$ cat src/rtl/sam_vcount_pkg.sv
// Shared constants for the SAM video address counter: register window,
// datapath widths and the display-mode geometry table.
package sam_vcount_pkg;

    localparam int ADDR_W = 15;
    localparam int OFF_W  = 7;
    localparam int MODE_W = 3;
    localparam int NREG   = MODE_W + OFF_W;

    localparam logic [15:0] REG_BASE = 16'hFFC0;
    localparam logic [15:0] REG_LAST = REG_BASE + 16'(2 * NREG - 1);

    typedef struct packed {
        logic [5:0] bpr;   // bytes per displayed row
        logic [3:0] ydiv;  // scan lines per displayed row
    } geom_t;

    function automatic geom_t mode_geom(input logic [MODE_W-1:0] m);
        geom_t g;
        case (m)
            3'b000:  g = '{bpr: 6'd32, ydiv: 4'd12};
            3'b001:  g = '{bpr: 6'd16, ydiv: 4'd3};
            3'b010:  g = '{bpr: 6'd32, ydiv: 4'd3};
            3'b011:  g = '{bpr: 6'd16, ydiv: 4'd2};
            3'b100:  g = '{bpr: 6'd32, ydiv: 4'd2};
            3'b101:  g = '{bpr: 6'd16, ydiv: 4'd1};
            default: g = '{bpr: 6'd32, ydiv: 4'd1};
        endcase
        return g;
    endfunction

endpackage

$ cat src/rtl/sam_vreg.sv
// SAM V/F register bank: even address in the window clears a bit, odd sets it.
module sam_vreg
    import sam_vcount_pkg::*;
(
    input  logic              clk,
    input  logic              reset,
    input  logic              wr,
    input  logic [15:0]       wr_addr,
    output logic [MODE_W-1:0] mode,
    output logic [OFF_W-1:0]  offset
);

    logic [NREG-1:0] regs;
    logic [NREG-1:0] regs_next;
    logic [4:0]      idx;
    logic            hit;

    assign idx = 5'(wr_addr - REG_BASE);
    assign hit = wr && (wr_addr >= REG_BASE) && (wr_addr <= REG_LAST);

    always_comb begin
        regs_next = regs;
        if (hit) begin
            regs_next[idx[4:1]] = idx[0];
        end
    end

    always_ff @(posedge clk or posedge reset) begin
        if (reset) begin
            regs <= '0;
        end else begin
            regs <= regs_next;
        end
    end

    assign mode   = regs[MODE_W-1:0];
    assign offset = regs[NREG-1:MODE_W];

endmodule

$ cat src/rtl/sam_vcount.sv
// SAM video address counter: row base / line-repeat tracking that drives the
// video-port address of the display RAM directly from a register.
module sam_vcount
    import sam_vcount_pkg::*;
(
    input  logic              clk,
    input  logic              reset,
    input  logic              wr,
    input  logic [15:0]       wr_addr,
    input  logic              field_start,
    input  logic              line_start,
    input  logic              fetch,
    output logic [ADDR_W-1:0] vaddr,
    output logic [MODE_W-1:0] mode,
    output logic [OFF_W-1:0]  offset
);

    logic [ADDR_W-1:0] row_base, row_base_next;
    logic [ADDR_W-1:0] vaddr_next;
    logic [3:0]        rep, rep_next;
    logic              first_line, first_line_next;
    logic              armed, armed_next;

    geom_t             geom;
    logic [ADDR_W-1:0] field_base;
    logic [ADDR_W-1:0] row_sum;
    logic              last_rep;

    sam_vreg u_vreg (
        .clk     (clk),
        .reset   (reset),
        .wr      (wr),
        .wr_addr (wr_addr),
        .mode    (mode),
        .offset  (offset)
    );

    // mode/offset seen here are the pre-write values when a wr coincides.
    assign geom       = mode_geom(mode);
    // Offset in 512-byte units; the top offset bit falls off the 32K space.
    assign field_base = {offset[OFF_W-2:0], 9'd0};
    assign row_sum    = row_base + ADDR_W'(geom.bpr);
    // ">=" also covers a mode switch that shrinks YDIV below the current rep.
    assign last_rep   = (rep >= (geom.ydiv - 4'd1));

    always_comb begin
        row_base_next   = row_base;
        vaddr_next      = vaddr;
        rep_next        = rep;
        first_line_next = first_line;
        armed_next      = armed;
        if (field_start) begin
            row_base_next   = field_base;
            vaddr_next      = field_base;
            rep_next        = 4'd0;
            first_line_next = 1'b1;
            armed_next      = 1'b1;
        end else if (armed && line_start) begin
            if (first_line) begin
                first_line_next = 1'b0;
                rep_next        = 4'd0;
                vaddr_next      = row_base;
            end else if (last_rep) begin
                rep_next      = 4'd0;
                row_base_next = row_sum;
                vaddr_next    = row_sum;
            end else begin
                rep_next   = rep + 4'd1;
                vaddr_next = row_base;
            end
        end else if (armed && fetch) begin
            vaddr_next = vaddr + ADDR_W'(1);
        end
    end

    always_ff @(posedge clk or posedge reset) begin
        if (reset) begin
            row_base   <= '0;
            vaddr      <= '0;
            rep        <= 4'd0;
            first_line <= 1'b1;
            armed      <= 1'b0;
        end else begin
            row_base   <= row_base_next;
            vaddr      <= vaddr_next;
            rep        <= rep_next;
            first_line <= first_line_next;
            armed      <= armed_next;
        end
    end

endmodule
$ cat config.mk
export PLATFORM = sky130hd
export DESIGN_NAME = sam_vcount
export DESIGN_NICKNAME = d
export VERILOG_FILES = /design/src/rtl/sam_vcount_pkg.sv /design/src/rtl/sam_vreg.sv /design/src/rtl/sam_vcount.sv
export SDC_FILE = /design/constraint.sdc
export NUM_CORES = 1
export LEC_CHECK = 0
export BUFFER_PORTS_ARGS = -buffer_cell sky130_fd_sc_hd__buf_2
export CORE_MARGIN = 2
export CORE_UTILIZATION = 35
export CTS_CLUSTER_SIZE = 14
export DETAILED_ROUTE_END_ITERATION = 10
export PLACE_DENSITY = 0.53
export SETUP_SLACK_MARGIN = 0.15
export SLEW_MARGIN = 20
export SYNTH_ARGS = -nofsm -noshare
export SYNTH_HDL_FRONTEND = slang
export SYNTH_SLANG_ARGS = --single-unit
$ cat constraint.sdc
create_clock -name clk -period 2.5 [get_ports clk]
set_input_delay 0.375 -clock clk [delete_from_list [all_inputs] [get_ports clk]]
set_output_delay 0.375 -clock clk [all_outputs]
set_load 0.02 [all_outputs]
# == Word-level counts from Yosys, hierarchy flattened ==
# Cells that the tools add are included.
# totals
inputBits,22
out_inout_bits,25
word_cells,46
reg_bits,46
# op_classes
n_reduce_logical,8
muxes,17
n_eq_ne,5
addsub,5
magnitude_cmp,5
# op_table
op,count
2-to-1 mux 15 bit,7
case mux 10 bit (6 select lines),1
"greater-or-equal comparator 16 bit, second input constant",1
"less-or-equal comparator 16 bit, second input constant",1
2-to-1 mux 4 bit,4
"adder 15 x 1 -> 15 bit, second input constant",1
adder 15 x 6 -> 15 bit,1
bitwise mux 10 bit,1
"equality test 3 x 2 -> 1 bit, second input constant",2
"equality test 3 bit, second input constant",2
logical AND 1 bit,5
"< comparator 4 x 5 -> 1 bit, second input constant",1
"subtractor 5 x 1 -> 5 bit, second input constant",1
"adder 4 x 1 -> 4 bit, second input constant",1
demux 1 bit (select 4 bit),1
"greater-or-equal comparator 4 x 1 -> 1 bit, second input constant",1
greater-or-equal comparator 4 bit,1
"subtractor 4 x 1 -> 4 bit, second input constant",1
"equality test 3 x 1 -> 1 bit, second input constant",1
logical NOT 3 bit,1
2-to-1 mux 1 bit,3
nonzero test 3 bit,1
nonzero test 2 bit,1

# == Longest topological paths before layout ==
# logic_depth
ltp_word,8
depth_mapped,11
depth_no_buf,10

# == Cells and area by module ==
# A second synthesis with hierarchy kept.
# hier_totals
cells_unflattened,288
area_unflattened_um2,2747.6
# by_module_without_submodules
mod,n_inst,area_each_um2,seq_area_each_um2,cells_per_inst
sam_vcount,1,2090.8,802.0,236
sam_vreg,1,656.9,250.2,52

# == Worst setup path after synthesis ==
# Ideal clock, no wire load.
# synth_path
path_type,register to register
from,register u_vreg.regs[0]
to,register vaddr[13]
synth_period_minus_slack_ns,2.668
path_buffers,0
arrival_time_ns,2.586
required_ns,2.418
slack_ns,-0.168
setup_time_ns,0.082
path_stages_with_launch,11
path_cell_list,dfrtp_1 > or3_1 > nand2_1 > ha_1 > xor2_1 > ha_1 > o21a_4 > o21ba_2 > nand3_4 > or4_4 > a31oi_1
# synth_between
elab_chain_cells,8
elab_cells_between_ends,14
cone_classes,2 x add/sub; 1 x order compare; 5 x eq/ne; 5 x mux; 1 x reduce/logical
# synth_rtl
item,line,rtl
start: declaration,sam_vreg.sv:13,logic [NREG-1:0] regs;
start signal: assignment,sam_vreg.sv:32,regs <= regs_next;
equality test 3 bit (tied with other cells),sam_vcount_pkg.sv:20,case (m)
case mux 10 bit (6 select lines) (*),sam_vcount_pkg.sv:20,
subtractor 4 x 1 -> 4 bit,sam_vcount.sv:44,assign last_rep = (rep >= (geom.ydiv - 4'd1));
greater-or-equal comparator 4 bit,sam_vcount.sv:44,
2-to-1 mux 15 bit (*) (2 in a row),--,
2-to-1 mux 15 bit (*),sam_vcount.sv:58,end else if (armed && line_start) begin
2-to-1 mux 15 bit (*),sam_vcount.sv:52,if (field_start) begin
end signal: assignment,sam_vcount.sv:85,vaddr <= vaddr_next;
end: declaration,sam_vcount.sv:13,"output logic [ADDR_W-1:0] vaddr,"
# Mark *: on every way between the ends. The rest lies on a longest branch, timed or not.
# A chain may end at the register's enable or synchronous reset.

# == Final worst setup path ==
# Ends and elaborated chain as after synthesis.

==> flow_metrics.env <==
export IMPL_viasPerCell=5.39
export IMPL_maxSlewHeadroom_pct=55.4
export IMPL_core_area_um2=7690
export IMPL_dr_total_vias=2651
export IMPL_place_port_buffers=46
export IMPL_slowest_delay_ns=0.50
export IMPL_synth_cells=309
export IMPL_crit_top_cell="ha_4"
export IMPL_crit_type="register to register"
export IMPL_numCtsBuffers=5
export IMPL_cp_top_family="simple AND/OR/NAND/NOR gates"
export IMPL_finClkSkew_ns=0.0119
export IMPL_antenna_found_initial=0
export IMPL_yosys_cell_types_count=63
export IMPL_async_flop_share_pct=100
export IMPL_p_seq_share_pct=52.6
export IMPL_wl_per_cell_um=16.4
export IMPL_power_internal_uw=973
export IMPL_grt_pass1_wl_um=13200
export IMPL_drt_pass1_iterations=5
export IMPL_cts_root_buf="clkbuf_8"
export IMPL_drtIter0Drc=187
export IMPL_power_frac_clock_pct=36.0
export IMPL_hold_class="primary input to async pin"
export IMPL_crit_buf_inv=0
export IMPL_cp_required_ns=2.73
export IMPL_drt_total_wl_um=8090
export IMPL_crit_fanout=6
export IMPL_grt_max_degree=24
export IMPL_grt_use_met1_pct=26.1
export IMPL_final_util_pct=49.0
export IMPL_violations="setup timing"
export IMPL_peakVddDrop_uv=232
export IMPL_drv_cap=0
export IMPL_ant_nets=0
export IMPL_grt_overflow=0
export IMPL_syn_area_um2=2770
export IMPL_dieHeight_um=93.0
export IMPL_gp_congestion=0.815
export IMPL_p_sw_uw=386
export IMPL_io_pins=47
export IMPL_grt_pass1_vias=2659
export IMPL_place_inst=471
export IMPL_clk_pin_slew_ns=0.10
export IMPL_instances_no_fill=492
export IMPL_synth_nets=341
export IMPL_dpl_hpwl_um=5740
export IMPL_endpoint_kind="register"
export IMPL_die_x_um=93.0
export IMPL_drive_gt1_share_pct=36.4
export IMPL_yosys_top_cells_count="nand2_1, dfrtp_1, nor2_1"
export IMPL_synth_edf_count=0
export IMPL_switching_share_pct=28.4
export IMPL_status="complete, but fails checks"
export IMPL_cts_sinks=42
export IMPL_yosys_register_bits=42
export IMPL_hold_violations=0
export IMPL_yosysWarnings=0
export IMPL_worst_slew_pin_slew_ns=0.668
export IMPL_synth_flop_cell="dfrtp_1"
export IMPL_total_leakage_power_nw=1.69
export IMPL_crit_path_cell_trace="or3_4 > nand2_4 > ha_4 > xor2_2 > ha_4 > o21a_4 > o21ba_4 > nand3_4 > or4_4 > a31oi_1"
export IMPL_dieArea_um2=8650
export IMPL_startpoint_type="register"
export IMPL_synthTopCellsByArea="dfrtp_1, nand2_1, ha_1"
export IMPL_n_antenna_cell=0
export IMPL_htreeDepth=2
export IMPL_yosysMostFrequentCell="nand2_1"
export IMPL_nets=421
export IMPL_min_period_ns=2.63
export IMPL_clockBufferDepth=2
export IMPL_gr_max_usage_layer="met2"
export IMPL_initial_core_util_pct=36.1
export IMPL_crit_arrival_ns=2.86
export IMPL_rows=32
export IMPL_drv_slew=0
export IMPL_ys_seq_area_share_pct=38.0
export IMPL_holdBufCountCts=0
export IMPL_pre_cts_slack_ns=-0.121
export IMPL_met2_usage_pct=32.6
export IMPL_tritoncts="built"
export IMPL_clk_latency_ns=0.30
export IMPL_grt_use_total_pct=19.3
export IMPL_post_synth_top_area_fraction_pct=37.0
export IMPL_comb_power_share_pct=11.4
export IMPL_setup_violations_final=23
export IMPL_remaining_drc_errors=0
export IMPL_post_route_period_util_pct=105
export IMPL_max_clock_freq_mhz=380
export IMPL_cp_slowest_cell="or4_4"
export IMPL_synth_top_cell_by_area="dfrtp_1"
export IMPL_area_growth_pct=35.9
export IMPL_power_density_nw_per_um2=361
export IMPL_syn_mean_instance_area_um2=8.97
export IMPL_grtUsageMet3_pct=2.58
export IMPL_fin_ws_ns=-0.131
export IMPL_rsz0062_at_grt="yes"
-- metrics by stage --
step	hold WS, ns	power (mW)	area, um2	TNS [ns]
global route	0.0843	1.42	3770	-3.36
floorplan	0.488	0.811	2870	-0.248
CTS	0.0668	1.37	3670	-1.19
global placement	0.395	0.879	3370	-0.438
finish	0.0583	1.36	3770	-1.48
detailed placement	0.400	0.879	3370	-0.859
-- layer usage --
layer,wire (um),share of wire [%],vias to the layer above
met5,0,0,-
met4,134,1.7,0
met3,319,3.9,11
met2,3800,47,69
met1,3840,47,1275
li1,-,-,1296
-- final timing paths --
kind | start | to | slack, ns | cells after the start
max | u_vreg.regs[0] | vaddr[13] | -0.13 | 10
min | reset | vaddr[11] | 0.06 | 2
max reg2reg | u_vreg.regs[0] | vaddr[13] | -0.13 | 10
min reg2reg | u_vreg.regs[9] | u_vreg.regs[9] | 0.52 | 1
max in group asynchronous | reset | first_line | 1.80 | 3
min in group clk | fetch | vaddr[1] | 0.36 | 3
-- sequential cells by signal (all words and copies together), names as in the netlist --
register	flops
armed	1
u_vreg.regs	10
rep	4
vaddr	15
row_base	11
first_line	1
-- cells by family after synthesis --
| logic type | Yosys count | synth area share (%) |
|---|---|---|
| flip-flops | 42 | 38.0 |
| buffers and inverters | 21 | 3.25 |
| multiplexers | 14 | 5.51 |
| adder cells (fa/ha/maj) | 10 | 4.78 |
| AND/OR/NAND/NOR | 146 | 29.0 |
| AO/OA/AOI/OAI | 61 | 14.8 |
| XOR/XNOR | 15 | 4.74 |
-- area by class of cell --
type,instances,area [um2]
Fill cell,749,3920
Multi-Input combinational cell,246,1860
Sequential cell,42,1050
Timing Repair Buffer,84,593
Tap cell,102,128
Clock buffer,6,82.6
Inverter,10,37.5
Clock inverter,2,12.5
-- power by group through the flow --
stage / logic (mW) / clock network, mW / registers, mW
floorplan: 0.0765 / 0 / 0.734
global placement: 0.151 / 0 / 0.728
detailed placement: 0.151 / 0 / 0.728
CTS: 0.154 / 0.506 / 0.715
global route: 0.172 / 0.533 / 0.718
finish: 0.155 / 0.489 / 0.715
-- what timing repair did --
action,CTS,global route
pin swaps,22,21
gates resized for setup,22,18
endpoints found under the setup margin,25,26
setup buffers,11,2
hold endpoints to repair,0,0
-- cell usage in the layout, fill, tap and decap left out, types with 5 or more instances in the layout --
cell type	instances
dfrtp_1	39
buf_6	12
nor2_1	21
o211ai_1	6
inv_1	8
mux2_2	10
ha_1	6
nor4_4	5
nor3_1	7
xor2_1	5
nand2_1	42
nor4_1	6
or3_1	7
nand3_1	17
clkbuf_8	6
a21oi_1	14
o21ai_0	6
buf_4	23
xnor2_1	9
nand4_1	6
buf_2	46
Power figures use the tool's default switching activity.
